--- src/rtl/mdu_pkg.sv ---
// Shared definitions for the multi-cycle multiply/divide unit: op codes,
// sequencer states and small decode helpers.
package mdu_pkg;

  localparam logic [2:0] OP_MULTU = 3'd0;
  localparam logic [2:0] OP_MULT  = 3'd1;
  localparam logic [2:0] OP_DIVU  = 3'd2;
  localparam logic [2:0] OP_DIV   = 3'd3;
  localparam logic [2:0] OP_MTHI  = 3'd4;
  localparam logic [2:0] OP_MTLO  = 3'd5;

  typedef enum logic [1:0] {
    S_IDLE,
    S_RUN,
    S_FIX
  } state_t;

  // LO fill for a zero divisor; sliced to WIDTH, so WIDTH may not exceed 64.
  localparam int              DBZ_MAX_W = 64;
  localparam logic [DBZ_MAX_W-1:0] DBZ_LO = '1;

  function automatic logic is_signed_op(input logic [2:0] op);
    return (op == OP_MULT) || (op == OP_DIV);
  endfunction

endpackage

--- src/rtl/mdu_sign_fix.sv ---
// Combinational sign handling: operand magnitudes on the way in, and
// result negation / divide-by-zero substitution on the way out.
module mdu_sign_fix
  import mdu_pkg::*;
#(
  parameter int WIDTH = 32
) (
  input  logic [2:0]       req_op,
  input  logic [WIDTH-1:0] a,
  input  logic [WIDTH-1:0] b,
  output logic [WIDTH-1:0] mag_a,
  output logic [WIDTH-1:0] mag_b,
  output logic             neg_a,
  output logic             neg_b,
  input  logic [2:0]       run_op,
  input  logic             run_neg_a,
  input  logic             run_neg_b,
  input  logic             div_zero,
  input  logic [WIDTH-1:0] a_raw,
  input  logic [WIDTH-1:0] raw_hi,
  input  logic [WIDTH-1:0] raw_lo,
  output logic [WIDTH-1:0] fix_hi,
  output logic [WIDTH-1:0] fix_lo
);

  logic [2*WIDTH-1:0] prod;
  logic [2*WIDTH-1:0] prod_neg;

  always_comb begin
    neg_a = is_signed_op(req_op) & a[WIDTH-1];
    neg_b = is_signed_op(req_op) & b[WIDTH-1];
    mag_a = neg_a ? -a : a;
    mag_b = neg_b ? -b : b;
  end

  // Remainder follows the dividend's sign; quotient and product follow the XOR.
  always_comb begin
    prod     = {raw_hi, raw_lo};
    prod_neg = -prod;
    fix_hi   = raw_hi;
    fix_lo   = raw_lo;
    case (run_op)
      OP_MULT: begin
        if (run_neg_a ^ run_neg_b) begin
          fix_hi = prod_neg[2*WIDTH-1:WIDTH];
          fix_lo = prod_neg[WIDTH-1:0];
        end
      end
      OP_DIVU, OP_DIV: begin
        if (div_zero) begin
          fix_hi = a_raw;
          fix_lo = DBZ_LO[WIDTH-1:0];
        end else begin
          if (run_neg_a ^ run_neg_b) fix_lo = -raw_lo;
          if (run_neg_a)             fix_hi = -raw_hi;
        end
      end
      default: ;
    endcase
  end

endmodule

--- src/rtl/mdu_hilo.sv ---
// Iterative multiply/divide unit owning HI/LO: one bit per cycle in RUN,
// sign correction and write-back in FIX.
module mdu_hilo
  import mdu_pkg::*;
#(
  parameter int WIDTH = 32
) (
  input  logic             CLK,
  input  logic             RST,
  input  logic             start,
  input  logic [2:0]       op,
  input  logic [WIDTH-1:0] a,
  input  logic [WIDTH-1:0] b,
  output logic             busy,
  output logic             done,
  output logic             div_by_zero,
  output logic [WIDTH-1:0] HI,
  output logic [WIDTH-1:0] LO
);

  localparam int CNT_W = $clog2(WIDTH) + 1;

  state_t           state, state_nxt;
  logic [CNT_W-1:0] cnt;
  logic [2:0]       op_q;
  logic             neg_a_q, neg_b_q, b_zero_q;
  logic [WIDTH-1:0] a_q, opnd_q, acc_hi, acc_lo;

  logic [WIDTH-1:0] mag_a, mag_b, fix_hi, fix_lo;
  logic             neg_a, neg_b;
  logic             accept, do_mthi, do_mtlo, step, finish;

  logic [WIDTH:0]   mul_sum;
  logic [WIDTH:0]   div_shift;
  logic [WIDTH:0]   div_trial;

  mdu_sign_fix #(.WIDTH(WIDTH)) u_sign_fix (
    .req_op    (op),
    .a         (a),
    .b         (b),
    .mag_a     (mag_a),
    .mag_b     (mag_b),
    .neg_a     (neg_a),
    .neg_b     (neg_b),
    .run_op    (op_q),
    .run_neg_a (neg_a_q),
    .run_neg_b (neg_b_q),
    .div_zero  (b_zero_q),
    .a_raw     (a_q),
    .raw_hi    (acc_hi),
    .raw_lo    (acc_lo),
    .fix_hi    (fix_hi),
    .fix_lo    (fix_lo)
  );

  always_ff @(posedge CLK) begin
    if (RST) state <= S_IDLE;
    else     state <= state_nxt;
  end

  always_comb begin
    state_nxt = state;
    case (state)
      S_IDLE:  if (start && !op[2])         state_nxt = S_RUN;
      S_RUN:   if (cnt == CNT_W'(1))        state_nxt = S_FIX;
      S_FIX:                                state_nxt = S_IDLE;
      default:                              state_nxt = S_IDLE;
    endcase
  end

  always_comb begin
    accept  = (state == S_IDLE) && start && !op[2];
    do_mthi = (state == S_IDLE) && start && (op == OP_MTHI);
    do_mtlo = (state == S_IDLE) && start && (op == OP_MTLO);
    step    = (state == S_RUN);
    finish  = (state == S_FIX);
    busy    = (state != S_IDLE);
  end

  // Shared accumulator: {product hi, lo} for multiply, {remainder, quotient} for divide.
  always_comb begin
    mul_sum   = {1'b0, acc_hi} + {1'b0, (acc_lo[0] ? opnd_q : '0)};
    div_shift = {acc_hi, acc_lo[WIDTH-1]};
    div_trial = div_shift - {1'b0, opnd_q};
  end

  always_ff @(posedge CLK) begin
    if (RST) begin
      cnt      <= '0;
      op_q     <= OP_MULTU;
      neg_a_q  <= 1'b0;
      neg_b_q  <= 1'b0;
      b_zero_q <= 1'b0;
      a_q      <= '0;
      opnd_q   <= '0;
      acc_hi   <= '0;
      acc_lo   <= '0;
    end else if (accept) begin
      cnt      <= CNT_W'(WIDTH);
      op_q     <= op;
      neg_a_q  <= neg_a;
      neg_b_q  <= neg_b;
      b_zero_q <= (b == '0);
      a_q      <= a;
      opnd_q   <= op[1] ? mag_b : mag_a;
      acc_hi   <= '0;
      acc_lo   <= op[1] ? mag_a : mag_b;
    end else if (step) begin
      cnt <= cnt - 1'b1;
      if (!op_q[1]) begin
        acc_hi <= mul_sum[WIDTH:1];
        acc_lo <= {mul_sum[0], acc_lo[WIDTH-1:1]};
      end else if (!div_trial[WIDTH]) begin
        acc_hi <= div_trial[WIDTH-1:0];
        acc_lo <= {acc_lo[WIDTH-2:0], 1'b1};
      end else begin
        acc_hi <= div_shift[WIDTH-1:0];
        acc_lo <= {acc_lo[WIDTH-2:0], 1'b0};
      end
    end
  end

  always_ff @(posedge CLK) begin
    if (RST) begin
      HI          <= '0;
      LO          <= '0;
      done        <= 1'b0;
      div_by_zero <= 1'b0;
    end else begin
      done        <= finish;
      div_by_zero <= finish && op_q[1] && b_zero_q;
      if (finish) begin
        HI <= fix_hi;
        LO <= fix_lo;
      end else if (do_mthi) begin
        HI <= a;
      end else if (do_mtlo) begin
        LO <= a;
      end
    end
  end

endmodule

--- config.mk ---
export PLATFORM = sky130hd
export DESIGN_NAME = mdu_hilo
export DESIGN_NICKNAME = d
export VERILOG_FILES = /design/src/rtl/mdu_pkg.sv /design/src/rtl/mdu_sign_fix.sv /design/src/rtl/mdu_hilo.sv
export SDC_FILE = /design/constraint.sdc
export NUM_CORES = 1
export LEC_CHECK = 0
export BUFFER_PORTS_ARGS = -buffer_cell sky130_fd_sc_hd__buf_2
export CELL_PAD_IN_SITES_DETAIL_PLACEMENT = 0
export CELL_PAD_IN_SITES_GLOBAL_PLACEMENT = 2
export CORE_AREA = 2 2 217 219
export DETAILED_ROUTE_END_ITERATION = 12
export DIE_AREA = 0 0 219 221
export PLACE_DENSITY = 0.94
export SETUP_SLACK_MARGIN = 0.5
export SLEW_MARGIN = 20
export SYNTH_ARGS = -nofsm -noshare
export SYNTH_HDL_FRONTEND = slang
export SYNTH_SLANG_ARGS = --single-unit
--- constraint.sdc ---
create_clock -name CLK -period 4.9 [get_ports CLK]
set_input_delay 0.49 -clock CLK [delete_from_list [all_inputs] [get_ports CLK]]
set_output_delay 0.49 -clock CLK [all_outputs]
set_load 0.005 [all_outputs]
# ---- Yosys cells after proc, flatten, opt, wreduce, memory -nomap -nowiden
# Index checks and enable logic that the tools add are counted.
dict set report classes {
  add_sub_neg 8
  multipliers 0
  div 0
  n_lt_le_gt_ge 0
  eq_ne 13
  shift 0
  mux 29
  bitwise 3
  n_reduce_logical 19
}
# operator count
set op_table {}
lappend op_table {{two-way mux 32 bit} 21}
lappend op_table {{negator 32 bit} 4}
lappend op_table {{case mux 32 bit (2 select lines)} 2}
lappend op_table {{negator 64 bit} 1}
lappend op_table {{adder 32 x 32 -> 33 bit} 1}
lappend op_table {{subtractor 33 x 32 -> 33 bit} 1}
lappend op_table {{logical NOT 32 bit} 1}
lappend op_table {{two-way mux 6 bit} 2}
lappend op_table {{== test 3 x 2 -> 1 bit, second input constant} 3}
lappend op_table {{nonzero test 2 bit} 4}
lappend op_table {{logical AND 1 bit} 7}
lappend op_table {{== test 3 x 1 -> 1 bit, second input constant} 2}
lappend op_table {{== test 3 bit, second input constant} 2}
lappend op_table {{== test 6 x 1 -> 1 bit, second input constant} 1}
lappend op_table {{subtractor 6 x 1 -> 6 bit, second input constant} 1}
lappend op_table {{two-way mux 2 bit} 2}
lappend op_table {{!= test 2 x 1 -> 1 bit, second input constant} 2}
lappend op_table {{case mux 2 bit (2 select lines)} 1}
lappend op_table {{AND reduction 2 bit} 2}
lappend op_table {{OR reduction 2 bit} 2}
lappend op_table {{AND 1 bit} 2}
lappend op_table {{== test 2 x 1 -> 1 bit, second input constant} 1}
lappend op_table {{== test 2 bit, second input constant} 1}
lappend op_table {{logical NOT 2 bit} 1}
lappend op_table {{5 further kinds} 5}
dict set report totals {
  register_bits 208
  latch_bits 0
  ramBits 0
  mem_bits_ro 0
  input_bits 70
  word_cells 87
  n_memories 0
}

# ---- Logic depth before layout (Yosys ltp)
dict set report logic_depth {
  word_depth 6
  depth_mapped 14
  ltp_nobuf 12
}

# ---- Modules after synthesis
# From an unflattened synthesis, not the netlist that was laid out.
dict set report unflattened {
  cells_unflattened 2362
  hier_area_um2 17732.0
}
# module n_inst cells_per_inst area_each_um2 seq_area_each_um2
set modules_own_cells {}
lappend modules_own_cells {mdu_hilo 1 1628 13238.9 4164.0}
lappend modules_own_cells {mdu_sign_fix 1 734 4493.1 0.0}

# ---- Worst setup path after synthesis
# No wires, ideal clock.
dict set report synth_timing {
  path_kind {reg2reg}
  from {reg acc_lo[0]}
  to {reg acc_hi[27]}
  arrival_ns 3.084
  setup_slack_ns 1.731
  stages_incl_launch_ff 13
  path_buffers 0
  synth_period_minus_slack_ns 3.169
  cell_sequence {dfxtp_1 -> and2_1 -> ha_1 -> fa_1 -> a211oi_1 -> o21a_1 -> o31ai_1 -> a221oi_1 -> o21ai_0 -> a31o_2 -> a31o_2 -> xnor2_1 -> a211oi_1}
}
dict set report synth_between {
  elab_chain_cells 3
}
# element line
set synth_lines {}
lappend synth_lines {{start, declared} mdu_hilo.sv:27} ;# logic [WIDTH-1:0] a_q, opnd_q, acc_hi, acc_lo;
lappend synth_lines {{start signal, assigned} mdu_hilo.sv:107} ;# acc_lo <= op[1] ? mag_a : mag_b;
lappend synth_lines {{start signal, assigned} mdu_hilo.sv:112} ;# acc_lo <= {mul_sum[0], acc_lo[WIDTH-1:1]};
lappend synth_lines {{start signal, assigned} mdu_hilo.sv:115} ;# acc_lo <= {acc_lo[WIDTH-2:0], 1'b1};
lappend synth_lines {{two-way mux 32 bit} mdu_hilo.sv:82} ;# mul_sum = {1'b0, acc_hi} + {1'b0, (acc_lo[0] ? opnd_q : '0)};
lappend synth_lines {{adder 32 x 32 -> 33 bit} mdu_hilo.sv:82}
lappend synth_lines {{two-way mux 32 bit} mdu_hilo.sv:110} ;# if (!op_q[1]) begin
lappend synth_lines {{end signal, assigned} mdu_hilo.sv:111} ;# acc_hi <= mul_sum[WIDTH:1];
lappend synth_lines {{end signal, assigned} mdu_hilo.sv:114} ;# acc_hi <= div_trial[WIDTH-1:0];
lappend synth_lines {{end signal, assigned} mdu_hilo.sv:117} ;# acc_hi <= div_shift[WIDTH-1:0];
lappend synth_lines {{end, declared} mdu_hilo.sv:27}
# No other way between the ends.
# A chain may end at the register's enable or synchronous reset.

# ---- Final worst setup path
dict set report layout_timing {
  from {reg acc_lo[0]}
  to {reg acc_hi[29]}
}
# The elaborated chain is that of the path after synthesis.

==> impl_metrics.yaml <==
run_status:
  status: "complete, no violations"
yosys:
  yosysTopAreaCell: "dfxtp_1"
  postSynthAreaPerCell_um2: 7.260
  seq_area_frac_synth_pct: 24.10
  yosysWarnings: 0
  yosys_most_used_dff: "dfxtp_1"
  synth-async-reset-ratio_pct: 0
  synth-seq-cells: 208
  synth_edf_count: 0
  yosysTopAreaCellShare_pct: 24.10
  synthTopCellsByArea: "dfxtp_1 (24%), a21oi_1 (8.1%), nand2_1 (5.9%), nor2_1 (5.1%), mux2i_1 (5.1%)"
  synth_cell_types: 82
  synthesis.nets: 2522
  syn_area_um2: 17280
  syn_inst: 2380
power_and_ir_drop:
  power.density_nw_per_um2: 304.3
  swShare_pct: 36.96
  p_comb_share_pct: 31.5
  p_clk_share_pct: 35.5
  p_seq_share_pct: 33.0
  power.leakage_nw: 7.594
  internal_power_mw: 3.677
  peakVddDrop_mv: 0.1991
  switching_power_mw: 2.156
setup_path:
  critPathMaxFanout: 30
  setup.worst_path.start_class: "flip-flop"
  endpoint_kind: "flip-flop"
  critPathTopFamily: "compound AO/OA/AOI/OAI gates"
  crit_top_cell: "a211oi_1"
  worstSetupPathType: "flip-flop to flip-flop"
  path_cells: "inv_1 -> buf_4 -> nor2_1 -> ha_1 -> a211oi_1 -> o21a_1 -> o31ai_1 -> a221oi_1 -> o21ai_0 -> a31o_2 -> a41oi_1 -> mux2i_1 -> a211oi_1"
  required_ns: 5.31
  cp_num_buf_inv: 2
  max_stage_delay_ns: 0.57
  crit_arrival_ns: 4.48
  cp_slowest_cell: "a221oi_1"
clock_tree:
  cts.htree.levels: 1
  clock_latency_ns: 0.57
  clk_pin_slew_ns: 0.06
  post-cts-setup-buffer-count: 0
  clock_tree.root_cell: "clkbuf_16"
  cts_tree: "done"
  hold_buffers: 0
  cts_resized: 0
  clockBufferDepth: 3
  cts_buffers: 26
  cts.sinks: 208
grt:
  antenna_found_initial: 1
  grt_max_degree: 66
  grt_overflow: 0
  gr-usage-all-layers_pct: 29.09
  first_global_vias: 17460
  grt_pass1_wl_mm: 108.6
detailed_routing:
  routed-via-count: 18739
  remaining_drc_errors: 0
  postRouteWirelength_mm: 72.89
  ant_nets: 0
  dr.pass1.iters: 6
  wl_per_cell_um: 24.27
  drtIter0Drc: 1932
  avgViaCountPerCell: 6.238
floorplanning:
  initial_core_util_pct: 37.51
  core_area_um2: 46060
  rows: 79
  die_w_um: 219
  die-area_um2: 48400
  io_pins: 137
  die_height_um: 221
flow_run:
  maxCapViolCount: 0
layout:
  drive_gt1_share_pct: 11.10
  antenna_cells_inserted: 0
  nets: 2523
  final_cell_mix: "a21oi_1 (278), nand2_1 (271), nor2_1 (233)"
  areaGrowthSynthToFinish_pct: 10.93
  layout_commonest_cell: "a21oi_1"
timing:
  skew_ns: 0.01860
  rsz0062_at_grt: "no"
  finalMaxSlewViolations: 0
  period_share_pct: 82.98
  finalHoldViolCount: 0
  tightest_slew_ns: 1.095
  slew_headroom_pct: 26.83
  max_freq_mhz: 245.9
  setup_tns_ns: 0
  final.min_clock_period_ns: 4.066
  timing.hold.ws_ns: 0.2182
  finalSetupViolCount: 0
placement:
  portBuffers: 136
  hpwl_mm: 53.99
  gp_congestion: 0.9396
min_path:
  worstHoldPathType: "input port to flip-flop"
==> metal layers <==
layer / track usage [%] / share of wire [%] / vias to the layer above
met1: 39.21 / 42 / 9053
met5: 0 / 0.014 / -
li1: - / - / 8645
met2: 45.52 / 45 / 867
met3: 3.904 / 7.4 / 172
met4: 14.19 / 5.6 / 2
==> cell families after synthesis <==
kind of cell / after synthesis / synth area share [%]
adder cells (fa/ha/maj): 72 / 5.301
AO/OA/AOI/OAI: 801 / 29.76
buffers and inverters: 268 / 6.040
AND/OR/NAND/NOR: 765 / 20.62
XOR/XNOR: 174 / 8.820
multiplexers: 92 / 5.359
flip-flops: 208 / 24.10
==> worst register-to-register path, delay by kind of cell (launching register included) <==
| kind | cells | cell delay [ns] |
|---|---|---|
| compound gates | 8 | 2.32 |
| flops | 1 | 0.40 |
| mux | 1 | 0.24 |
| fa+ha+maj | 1 | 0.34 |
| buf+inv | 2 | 0.52 |
| simple gates | 1 | 0.09 |
==> final cells by class <==
class / instances / area [um^2]
Fill cell: 4824 / 26890
Multi-Input combinational cell: 1904 / 12120
Sequential cell: 208 / 4167
Timing Repair Buffer: 175 / 975.9
Tap cell: 607 / 759.5
Clock buffer: 34 / 730.7
Inverter: 66 / 247.7
Clock inverter: 10 / 166.4
==> synth_stat cells, types with 65 or more instances <==
library cell / count
clkbuf_1: 163
nor2_1: 236
xor2_1: 78
a21oi_1: 278
xnor2_1: 96
mux2i_1: 88
ha_1: 70
dfxtp_1: 208
nand2_1: 271
inv_1: 65
o21ai_0: 139
a211oi_1: 86
==> power groups by stage <==
| stage | logic [mW] | clock network, mW | registers (mW) |
|---|---|---|---|
| after floorplan | 1.28 | 0 | 1.88 |
| after global placement | 1.79 | 0 | 1.95 |
| after detailed placement | 1.79 | 0 | 1.96 |
| after CTS | 1.80 | 2.10 | 1.92 |
| after global routing | 1.98 | 2.15 | 1.93 |
| final | 1.83 | 2.07 | 1.93 |
==> state kept, by name (all words and copies together) (netlist names) <==
name,cells
state,2
cnt,6
b_zero_q,1
div_by_zero,1
neg_b_q,1
acc_lo,32
neg_a_q,1
op_q,3
LO,32
opnd_q,32
done,1
acc_hi,32
a_q,32
HI,32
==> through the flow <==
step	utilization, %	setup slack [ns]	total power, mW	std cells	instance area, um^2
finish	41.61	0.8341	5.833	3004	19170
global route	41.61	0.5984	6.071	3004	19170
CTS	41.60	0.9416	5.815	3004	19160
detailed placement	39.65	0.9477	3.742	2960	18270
global placement	39.64	0.5712	3.741	2960	18260
floorplan	-	1.731	3.157	2380	17280
==> worst paths after layout <==
kind | from | endpoint | slack [ns] | cells after the start
max | acc_lo[0] | acc_hi[29] | 0.83 | 13
max reg2reg | acc_lo[0] | acc_hi[29] | 0.83 | 13
min reg2reg | opnd_q[10] | opnd_q[10] | 0.45 | 2
min | a[1] | a_q[1] | 0.22 | 3
No activity file was read; power rests on OpenSTA's default activity.
